`src/rtl/imem_arbiter.sv`:
```
// Two-requester (fetch/debug) arbiter for a shared combinational imem read port.
// Define IMEM_ARB_RR_EN for round-robin arbitration; default is fixed F-priority with a D starvation guard.
module imem_arbiter #(
  parameter int ADDR_W     = 32,
  parameter int DATA_W     = 32,
  parameter int IMEM_DEPTH = 1024,
  parameter int STARVE_MAX = 8
) (
  input  logic              clk_i,
  input  logic              rst_ni,
  input  logic              f_req_valid_i,
  output logic              f_req_ready_o,
  input  logic [ADDR_W-1:0] f_addr_i,
  output logic              f_rsp_valid_o,
  input  logic              f_rsp_ready_i,
  output logic [DATA_W-1:0] f_rsp_data_o,
  output logic              f_rsp_err_o,
  input  logic              flush_i,
  input  logic              d_req_valid_i,
  output logic              d_req_ready_o,
  input  logic [ADDR_W-1:0] d_addr_i,
  output logic              d_rsp_valid_o,
  input  logic              d_rsp_ready_i,
  output logic [DATA_W-1:0] d_rsp_data_o,
  output logic              d_rsp_err_o,
  output logic [ADDR_W-1:0] mem_addr_o,
  input  logic [DATA_W-1:0] mem_inst_i,
  output logic              busy_o
);

  typedef enum logic [1:0] {IDLE, RSP_F, RSP_D} state_t;

  state_t            state;
  logic [DATA_W-1:0] f_data_q, d_data_q;
  logic              f_err_q, d_err_q;
  logic [ADDR_W-1:0] addr_q;

  logic              f_hs, d_hs, open, pick_d, f_win, d_win, acc, acc_err;
  logic [ADDR_W-1:0] acc_addr;

`ifdef IMEM_ARB_RR_EN
  logic last_d;
`else
  localparam int CNT_W = $clog2(STARVE_MAX + 1);
  localparam logic [CNT_W-1:0] STARVE_LIM = CNT_W'(STARVE_MAX);
  logic [CNT_W-1:0] starve_cnt;
`endif

  always_comb begin
    f_hs = (state == RSP_F) && f_rsp_ready_i;
    d_hs = (state == RSP_D) && d_rsp_ready_i;
    // Gating with rst_ni keeps both readies low while reset is asserted
    open = rst_ni && ((state == IDLE) || f_hs || d_hs || ((state == RSP_F) && flush_i));
`ifdef IMEM_ARB_RR_EN
    pick_d = !last_d;
`else
    pick_d = (starve_cnt == STARVE_LIM);
`endif
    f_win    = open && f_req_valid_i && (!d_req_valid_i || !pick_d);
    d_win    = open && d_req_valid_i && (!f_req_valid_i || pick_d);
    acc      = f_win || d_win;
    acc_addr = f_win ? f_addr_i : d_addr_i;
    acc_err  = (|acc_addr[1:0]) || ((acc_addr >> 2) >= ADDR_W'(IMEM_DEPTH));
  end

  assign f_req_ready_o = f_win;
  assign d_req_ready_o = d_win;
  assign mem_addr_o    = acc ? acc_addr : addr_q;
  assign f_rsp_valid_o = (state == RSP_F);
  assign d_rsp_valid_o = (state == RSP_D);
  assign f_rsp_data_o  = f_data_q;
  assign f_rsp_err_o   = f_err_q;
  assign d_rsp_data_o  = d_data_q;
  assign d_rsp_err_o   = d_err_q;
  assign busy_o        = (state != IDLE);

  always_ff @(posedge clk_i or negedge rst_ni) begin
    if (!rst_ni) begin
      state    <= IDLE;
      f_data_q <= '0;
      d_data_q <= '0;
      f_err_q  <= 1'b0;
      d_err_q  <= 1'b0;
      addr_q   <= '0;
    end else if (acc) begin
      addr_q <= acc_addr;
      if (f_win) begin
        state    <= RSP_F;
        f_data_q <= acc_err ? '0 : mem_inst_i;
        f_err_q  <= acc_err;
      end else begin
        state    <= RSP_D;
        d_data_q <= acc_err ? '0 : mem_inst_i;
        d_err_q  <= acc_err;
      end
    end else if (open) begin
      // Handshake or flush with nothing new to take on
      state <= IDLE;
    end
  end

`ifdef IMEM_ARB_RR_EN
  always_ff @(posedge clk_i or negedge rst_ni) begin
    if (!rst_ni)  last_d <= 1'b0;
    else if (acc) last_d <= d_win;
  end
`else
  // Counts only arbitrations D actually loses; a closed window holds the count
  always_ff @(posedge clk_i or negedge rst_ni) begin
    if (!rst_ni)                             starve_cnt <= '0;
    else if (!d_req_valid_i || d_win)        starve_cnt <= '0;
    else if (open && starve_cnt != STARVE_LIM) starve_cnt <= starve_cnt + 1'b1;
  end
`endif

endmodule

```
`config.mk`:
```
export PLATFORM = sky130hd
export DESIGN_NAME = imem_arbiter
export DESIGN_NICKNAME = d
export VERILOG_FILES = /design/src/rtl/imem_arbiter.sv
export SDC_FILE = /design/constraint.sdc
export NUM_CORES = 1
export LEC_CHECK = 0
export CAP_MARGIN = 30
export CORE_AREA = 4 4 117 163
export DETAILED_ROUTE_END_ITERATION = 6
export DIE_AREA = 0 0 121 167
export GPL_ROUTABILITY_DRIVEN = 0
export PLACE_DENSITY = 0.51
export SLEW_MARGIN = 5
export SYNTH_ARGS = -nofsm -noshare
export SYNTH_HDL_FRONTEND = slang
export SYNTH_SLANG_ARGS = --single-unit
```
`constraint.sdc`:
```
create_clock -name clk_i -period 2.9 [get_ports clk_i]
set_input_delay 0.58 -clock clk_i [delete_from_list [all_inputs] [get_ports clk_i]]
set_output_delay 0.58 -clock clk_i [all_outputs]
set_load 0.02 [all_outputs]
```
==> results of run 1 <==
-- path summary, 6_finish.rpt --
path	start	to	slack, ns	cells past startpoint
hold reg to reg	f_rsp_err_o$_DFFE_PN0P_	f_rsp_err_o$_DFFE_PN0P_	0.49	2
setup / recovery	flush_i	mem_addr_o[19]	0.09	8
setup reg to reg	starve_cnt[0]$_DFFE_PN0P_	f_rsp_data_o[5]$_DFFE_PN0P_	0.53	11
hold / removal	rst_ni	addr_q[29]$_DFF_PN0_	0.30	2
max in group asynchronous	rst_ni	f_rsp_data_o[24]$_DFFE_PN0P_	1.71	4
min in group clk_i	f_rsp_err_o$_DFFE_PN0P_	f_rsp_err_o$_DFFE_PN0P_	0.49	2
-- sequential cells by signal (all words and copies together) (netlist names) --
| name | cells |
|---|---|
| addr_q | 32 |
| starve_cnt | 4 |
| d_rsp_data_o | 32 |
| f_rsp_data_o | 32 |
| d_rsp_err_o | 1 |
| f_rsp_err_o | 1 |
| state | 2 |
-- report_power, final --
| part | switching, mW | internal [mW] | total [mW] |
|---|---|---|---|
| registers | 0.0434 | 1.60 | 1.65 |
| clock network | 0.549 | 0.676 | 1.23 |
| logic | 0.738 | 0.799 | 1.54 |
| total | 1.33 | 3.08 | 4.41 |
-- routing by layer --
| metal | wire (um) | vias to the layer above |
|---|---|---|
| met5 | 0 | - |
| met4 | 195 | 0 |
| met3 | 1130 | 13 |
| met2 | 7910 | 148 |
| met1 | 6330 | 2046 |
| li1 | - | 1948 |
-- worst max-delay path, delay by kind of cell --
family / cells / cell delay (ns)
simple gates: 4 / 0.82
buf+inv: 3 / 0.60
compound gates: 1 / 0.23
-- metrics by stage --
step                worst slack (ns)  cell area [um2]
floorplan                     0.0458             4310
global placement              -0.668             7040
detailed placement            -0.701             7040
CTS                          0.00432             7700
global route                -0.00840             7810
finish                        0.0896             7810
-- cell families after synthesis --
family	Yosys count	synth area share
AOI/OAI and AO/OA	103	0.194
xor gates and xnor gates	2	0.00406
adders and majority gates	2	0.00580
buffers and inverters	35	0.0429
DFF	104	0.603
and+or+nand+nor	144	0.150
-- final cells by class --
| type | instances | area (um2) |
|---|---|---|
| Fill cell | 1662 | 9660 |
| Timing Repair Buffer | 285 | 2780 |
| Inverter | 7 | 28.8 |
| Clock inverter | 6 | 68.8 |
| Sequential cell | 104 | 2600 |
| Multi-Input combinational cell | 252 | 1810 |
| Tap cell | 236 | 295 |
| Clock buffer | 10 | 229 |
-- repair_timing --
action                                  CTS  global route
gates cloned                              4             0
gates resized for setup                 244            14
endpoints found under the setup margin   34            18
pin swaps                                 7             0
buffers inserted                         12             2
-- synthesized netlist by cell type (2+ instances only) --
library cell | n | area, um2
buf_1 | 4 | 15.0
xnor2_1 | 2 | 17.5
buf_6 | 4 | 45.0
nand2_1 | 73 | 274
buf_4 | 4 | 30.0
dfrtp_1 | 104 | 2600
a22o_1 | 64 | 561
nand3_2 | 2 | 20.0
buf_2 | 7 | 35.0
nor4_1 | 11 | 68.8
and4_1 | 2 | 17.5
a21oi_1 | 3 | 15.0
clkbuf_1 | 9 | 33.8
nor2_1 | 42 | 158
a31oi_1 | 32 | 200
ha_1 | 2 | 25.0
nand3_1 | 2 | 10.0
inv_1 | 6 | 22.5
==> out/qor.csv, run 1 <==
stage,metric,value,unit
pwr,Leak Pwr,3.47,nW
sta,final setup fails,0,
pwr,"Power, Total",4.41,mW
floorplanning,die area,20200,um2
sta,hold slack,0.298,ns
placed_design,dpl hpwl,10600,um
route,DRT Pass-1 Iters,4,
sta,RSZ-0062 raised after global routing,true,
worst_setup_path,slowest cell on the critical path,or3b_4,
placed_design,number of instances in the placed design,865,
floorplanning,IO Pins,206,
clocking,Clock Path Buffers,2,
finish,"most common cell after layout, fill and taps aside",clkdlybuf4s50_1,
finish,fin util,0.447,
pwr,pwr dens,564,nW/um2
sta,Layout Skew,0.00724,ns
floorplanning,num rows,57,
finish,layout cells sized above 1,0.252,
worst_setup_path,"Max FO, Critical Path",23,
floorplanning,height of the die,167,um
synthesis,Yosys cell types,35,
synthesis,post-synth net total,495,
grt,vias in the first global route,4537,
floorplanning,Die X,121,um
clocking,CTS sink cnt,104,
route,number of vias per cell,4.62,
worst_setup_path,Worst Setup End Kind,output port,
grt,GR Layer Usage met2,0.266,
clocking,CTS HTree Levels,3,
worst_setup_path,"slowest stage delay, CP",0.39,ns
finish,Non-Filler Instances,900,
worst_setup_path,crit path kind,primary input to output port,
grt,initial antenna violation count,0,
sta,worst rel slew slack,0.649,
run_status,status,"complete, no violations",
job,max cap viols,0,
clocking,Clock transition at path regs,0.07,ns
hold_path,min-delay worst type,primary input to async pin,
clocking,CTS Buf Count,9,
synthesis,Post-synth ARST share,1.00,
sta,final worst path period need,2.81,ns
sta,final hold violation count,0,
synthesis,sequential-to-total area share from yosys stat,0.603,
clocking,Skew-Pair Late Insertion Delay,0.34,ns
worst_setup_path,worst path arrival time,2.23,ns
worst_setup_path,worst path required time,2.32,ns
sta,Worst Tran Pin Value,0.521,ns
finish,area grow syn2layout,81.1,%
clocking,cts-stage hold buffer count,0,
clocking,CTS Root Cell,clkbuf_16,
grt,largest net degree at the start of global routing,70,
sta,post-route setup TNS,0,ns
placed_design,number of port buffers,205,
finish,Antenna Cells,0,
synthesis,"EDFF count, synth",0,
route,routed wire length,15600,um
route,via count,4155,
synthesis,Syn Std Cell Area,4310,um2
route,wire length per cell,17.3,um
route,DRT antenna net count,0,
synthesis,Synth Warn #,0,
pwr,Max rail drop VDD,0.000333,V
floorplanning,Initial Util,0.247,
sta,Final Slew Violations,0,
grt,met3 GRT Util,0.0502,
synthesis,Synth Area per Inst,11.1,um2
floorplanning,core area,17500,um2
worst_setup_path,Critical Path Source Type,primary input,
finish,"commonest cells after routing, fill and taps aside","clkdlybuf4s50_1, dfrtp_1, buf_4",
synthesis,number of synthesized register bits,104,
synthesis,Synth Flop Type,dfrtp_1,
finish,Final nets,764,
grt,Overflow after GRT,0,
grt,overall routing resource usage,0.156,
sta,Peak Freq,356,MHz
route,# DRC,0,
grt,GRT busiest layer,met2,
route,DR iter-0 viols,148,
clocking,TritonCTS clock tree,built,
grt,GR Util met1,0.188,
sta,crit share post-route,0.969,
synthesis,Gate Count Post-Synth,390,
grt,global-route wire length before repair,25000,um
worst_setup_path,CP Cell Sequence,"dlygate4sd2_1, or3b_4, and4_4, nand3_4, buf_12, nand2_1, a31oi_2, buf_4",
Note: power is estimated with default switching activity, not from simulation.
==> inputs of run 2 (changes only) <==
CTS_CLUSTER_DIAMETER = 120   (was not set)
TNS_END_PERCENT = 5   (was not set)
==> out/qor.csv, run 2 (synthesized netlist as in run 1, its figures left out) <==
stage,metric,value,unit,change
sta,Layout Skew,0.00875,ns,+0.00151 ns
grt,overall routing resource usage,0.156,,unchanged
worst_setup_path,slowest cell on the critical path,or3b_1,,
pwr,Leak Pwr,3.47,nW,about the same
clocking,cts-stage hold buffer count,0,,unchanged
clocking,Clock transition at path regs,0.07,ns,about the same
grt,vias in the first global route,4537,,unchanged
route,wire length per cell,17.4,um,+0.36%
route,DRT met1 WL,6400,um,+1.0%
clocking,CTS HTree Levels,3,,unchanged
route,routed wire length,15600,um,+0.36%
floorplanning,core area,17500,um2,unchanged
sta,crit share post-route,0.971,,+0.00224
route,via count,4158,,+0.072%
clocking,CTS Root Cell,clkbuf_16,,
finish,Fill cells,1664,,+0.12%
floorplanning,Die X,121,um,unchanged
route,DRT Pass-1 Iters,6,,+2
sta,RSZ-0062 raised after global routing,true,,
sta,final hold violation count,0,,unchanged
worst_setup_path,CP Cell Sequence,"dlygate4sd2_1, or3b_1, and4_4, buf_4, nand3_4, buf_6, nor2_1, a31oi_1, buf_4",,
finish,area of the multi-input gates,1800,um2,-0.28%
worst_setup_path,worst r2r path cells,11,,unchanged
grt,initial antenna violation count,0,,unchanged
clocking,CTS sink cnt,104,,unchanged
clocking,Clock Path Buffers,2,,unchanged
route,uppermost layer routed,met4,,
sta,hold slack,0.300,ns,+0.00154 ns
worst_setup_path,Crit path top cell by count,buf_4,,
finish,Non-Filler Instances,900,,unchanged
route,number of vias per cell,4.62,,about the same
sta,Peak Freq,355,MHz,-0.23%
clocking,Skew-Pair Late Insertion Delay,0.34,ns,about the same
job,max cap viols,0,,unchanged
worst_setup_path,Critical Path Source Type,primary input,,
placed_design,number of port buffers,205,,unchanged
worst_setup_path,worst path arrival time,2.24,ns,about the same
worst_setup_path,"Max FO, Critical Path",8,,-65%
sta,worst rel slew slack,0.649,,about the same
worst_setup_path,worst path required time,2.32,ns,about the same
route,DRT antenna net count,0,,unchanged
worst_setup_path,"slowest stage delay, CP",0.40,ns,about the same
worst_setup_path,Critical R2R Capture,f_rsp_data_o[26]$_DFFE_PN0P_,,
finish,area grow syn2layout,81.0,%,about the same
run_status,status,"complete, no violations",,
floorplanning,IO Pins,206,,unchanged
floorplanning,num rows,57,,unchanged
clocking,CTS Buf Count,9,,unchanged
placed_design,number of instances in the placed design,865,,unchanged
worst_setup_path,r2r startpoint,starve_cnt[0]$_DFFE_PN0P_,,
pwr,pwr dens,564,nW/um2,about the same
clocking,TritonCTS clock tree,built,,
route,DR WL met2,7970,um,+0.72%
worst_setup_path,crit path kind,primary input to output port,,
floorplanning,height of the die,167,um,unchanged
pwr,Max rail drop VDD,0.000333,V,about the same
pwr,"Power, Total",4.40,mW,about the same
grt,global-route wire length before repair,25000,um,unchanged
grt,Overflow after GRT,0,,unchanged
sta,Final Slew Violations,0,,unchanged
placed_design,dpl hpwl,10600,um,unchanged
route,DR iter-0 viols,154,,+4.1%
finish,layout cells sized above 1,0.248,,-0.00301
finish,register cell area after layout,2600,um2,unchanged
grt,largest net degree at the start of global routing,70,,unchanged
floorplanning,die area,20200,um2,unchanged
finish,"commonest cells after routing, fill and taps aside","clkdlybuf4s50_1, dfrtp_1, buf_4",,
sta,final setup fails,0,,unchanged
worst_setup_path,R2R Setup Slk,0.53,ns,about the same
floorplanning,Initial Util,0.247,,unchanged
sta,Worst Tran Pin Value,0.521,ns,-0.0000482 ns
finish,"most common cell after layout, fill and taps aside",clkdlybuf4s50_1,,
worst_setup_path,Worst Setup End Kind,output port,,
finish,Antenna Cells,0,,unchanged
route,# DRC,0,,unchanged
finish,Final nets,764,,unchanged
route,met3 routed WL,1090,um,-3.5%
hold_path,min-delay worst type,primary input to async pin,,
sta,final worst path period need,2.82,ns,+0.00649 ns
==> run 2: cell counts in the layout (fill, tap and decap cells not counted) <==
No cell type changed its count.
==> run 2: routing by layer <==
layer | global-route usage | vias to the layer above
li1 | - | 1949
met1 | 0.188 | 2044
met2 | 0.266 | 152
met3 | 0.0502 | 13
met4 | 0.0424 | 0
met5 | 0 | -
==> run 2: critical path, delay by kind of cell <==
kind	cells	cell delay, ns
AOI/OAI and AO/OA	1	0.20
and+or+nand+nor	4	0.76
buffers and inverters	4	0.70
==> run 2: timing repair <==
action	4_1_cts	5_1_grt
endpoints found under the setup margin	34	18
hold endpoints to repair	0	0
pin swaps	7	4
gates cloned	4	0
buffers inserted	12	2
resized for setup	244	12
==> run 2: worst max path at each step <==
stage / start / endpoint / slack (ns)
after floorplan: f_rsp_ready_i / mem_addr_o[22] / 0.05
after global placement: flush_i / mem_addr_o[31] / -0.67
after detailed placement: d_rsp_ready_i / mem_addr_o[22] / -0.70
after CTS: d_req_valid_i / mem_addr_o[18] / 0.004
after global routing: flush_i / mem_addr_o[3] / -0.01
final: flush_i / mem_addr_o[20] / 0.08
==> run 2: cell type report <==
class	count	area share
well taps	236	0.0378
clock buffers	10	0.0293
clock inverters	6	0.00881
flip-flops and latches	104	0.333
multi-input cells	252	0.231
inverters	7	0.00369
repair buffers	285	0.356
==> run 2: power by group <==
group          internal, mW  switching, mW
Clock                 0.676          0.549
Combinational         0.794          0.739
Sequential             1.60         0.0432
==> run 2: stage by stage <==
stage	worst slack [ns]	utilization	setup TNS (ns)	cell area, um2
floorplan	0.0458	-	0	4310
global placement	-0.668	0.403	-19.59	7040
detailed placement	-0.701	0.403	-21.29	7040
CTS	0.00432	0.441	0	7700
global route	-0.0129	0.447	-0.0129	7810
finish	0.0832	0.447	0	7810
==> inputs of run 3 (changes only) <==
GPL_TIMING_DRIVEN = 0   (was not set)
==> out/qor.csv, run 3 (synthesized netlist as in run 1, its figures left out) <==
stage,metric,value,unit,change
run_status,status,"complete, no violations",,
sta,Layout Skew,0.0106,ns,+0.00187 ns
finish,fin area,7980,um2,+2.2%
hold_path,min-delay worst type,primary input to async pin,,
grt,Overflow after GRT,0,,unchanged
sta,Final Slew Violations,0,,unchanged
worst_setup_path,Worst Path Buf+Inv,4,,unchanged
placed_design,dpl hpwl,11600,um,+9.3%
worst_setup_path,Critical Path Source Type,register,,
worst_setup_path,CP Depth,9,,unchanged
route,routed wire length,16600,um,+5.9%
grt,GR Layer Usage met2,0.292,,+0.0264
sta,crit share post-route,0.975,,+0.00335
floorplanning,core area,17500,um2,unchanged
clocking,Clock transition at path regs,0.07,ns,about the same
worst_setup_path,"Max FO, Critical Path",5,,-3
grt,GRT busiest layer,met2,,
pwr,"Power, Total",4.52,mW,+2.7%
finish,"commonest cells after routing, fill and taps aside","clkdlybuf4s50_1, dfrtp_1, buf_4",,
finish,Fill cells,1663,,-0.060%
clocking,CTS HTree Levels,3,,unchanged
pwr,Max rail drop VDD,0.000263,V,-21%
worst_setup_path,crit path kind,register to output port,,
sta,final worst path period need,2.83,ns,+0.00973 ns
finish,Antenna Cells,0,,unchanged
route,via count,4172,,+0.34%
route,DRT Pass-1 Iters,4,,-2
pwr,Leak Pwr,3.47,nW,about the same
worst_setup_path,CP top delay family,simple AND/OR/NAND/NOR gates,,
clocking,Clock Path Buffers,2,,unchanged
clocking,Skew-Pair Late Insertion Delay,0.34,ns,about the same
worst_setup_path,worst path arrival time,2.25,ns,about the same
job,max cap viols,0,,unchanged
clocking,CTS sink cnt,104,,unchanged
grt,global-route wire length before repair,25700,um,+3.1%
clocking,CTS Root Cell,clkbuf_16,,
finish,layout cells sized above 1,0.283,,+0.0342
sta,Peak Freq,354,MHz,-0.34%
finish,"most common cell after layout, fill and taps aside",clkdlybuf4s50_1,,
floorplanning,num rows,57,,unchanged
placed_design,pre-CTS setup slack,-1.37,ns,-0.666 ns
floorplanning,Die X,121,um,unchanged
grt,met3 GRT Util,0.0461,,-0.00407
sta,Setup WS post-layout,0.0734,ns,-0.00973 ns
placed_design,number of port buffers,205,,unchanged
floorplanning,IO Pins,206,,unchanged
floorplanning,height of the die,167,um,unchanged
route,number of vias per cell,4.67,,+1.0%
worst_setup_path,"slowest stage delay, CP",0.42,ns,+0.02 ns
grt,GR Util met1,0.185,,-0.00322
route,DRT antenna net count,0,,unchanged
sta,final setup fails,0,,unchanged
worst_setup_path,worst r2r path cells,8,,-3
worst_setup_path,Worst Setup End Kind,output port,,
grt,largest net degree at the start of global routing,55,,-21%
placed_design,Post-DP Area,6690,um2,-5.0%
sta,worst rel slew slack,0.458,,-0.192
route,DR iter-0 viols,138,,-10%
route,# DRC,0,,unchanged
worst_setup_path,CP Cell Sequence,"or3b_4, and4_4, nand3_4, buf_8, inv_12, clkbuf_8, nand2_1, a31oi_2, buf_4",,
finish,fin util,0.457,,+0.00981
sta,hold slack,0.0965,ns,-0.203 ns
worst_setup_path,worst path required time,2.32,ns,about the same
clocking,TritonCTS clock tree,built,,
worst_setup_path,slowest cell on the critical path,dfrtp_1,,
clocking,cts-stage hold buffer count,0,,unchanged
sta,Worst Tran Pin Value,0.806,ns,+0.285 ns
grt,overall routing resource usage,0.161,,+0.00496
route,wire length per cell,18.5,um,+6.7%
pwr,pwr dens,567,nW/um2,+0.45%
finish,Final nets,758,,-0.79%
grt,vias in the first global route,4661,,+2.7%
floorplanning,Initial Util,0.247,,unchanged
finish,area grow syn2layout,84.9,%,
clocking,CTS Buf Count,9,,unchanged
grt,initial antenna violation count,0,,unchanged
sta,final hold violation count,0,,unchanged
floorplanning,die area,20200,um2,unchanged
sta,RSZ-0062 raised after global routing,true,,
-- run 3: layer usage --
metal | wire length [um] | vias up
met1 | 6540 | 2097
met2 | 8770 | 135
li1 | - | 1932
met5 | 0 | -
met3 | 1090 | 8
met4 | 154 | 0
-- run 3: final cells by class --
cell class              instances  area (um2)  area share
repair buffers                252        2470       0.310
repair inverters                1        8.76     0.00110
multi-input cells             251        1940       0.244
flip-flops and latches        104        2600       0.326
well taps                     236         295      0.0370
clock inverters                 6        75.1     0.00941
clock buffers                  10         239      0.0300
plain buffers                  27         302      0.0378
inverters                       7        38.8     0.00486
-- run 3: path summary, 6_finish.rpt --
kind,start,to,slack [ns]
min reg2reg,f_rsp_err_o$_DFFE_PN0P_,f_rsp_err_o$_DFFE_PN0P_,0.50
min,rst_ni,addr_q[24]$_DFF_PN0_,0.1
max in group asynchronous,rst_ni,f_rsp_err_o$_DFFE_PN0P_,2.23
max,state[0]$_DFFE_PN0P_,mem_addr_o[15],0.07
max reg2reg,starve_cnt[0]$_DFFE_PN0P_,f_rsp_data_o[11]$_DFFE_PN0P_,0.42
min in group clk_i,f_rsp_err_o$_DFFE_PN0P_,f_rsp_err_o$_DFFE_PN0P_,0.50
-- run 3: through the flow --
stage                     instances  TNS (ns)
after floorplan                 390         0
after global placement          831   -851.96
after detailed placement        832    -58.69
after CTS                       884   -0.0753
after global routing            894    -0.302
final                           894         0
-- run 3: report_power, final --
group	switching (mW)	internal [mW]
combinational	0.763	0.814
clock	0.577	0.707
sequential	0.0578	1.60
total	1.40	3.12
-- run 3: repair_timing --
item | CTS | global route
pin swaps | 33 | 22
resized for setup | 306 | 31
buffers inserted | 31 | 10
endpoints found under the hold margin | 0 | 0
endpoints found under the setup margin | 34 | 33
cloned | 6 | 0
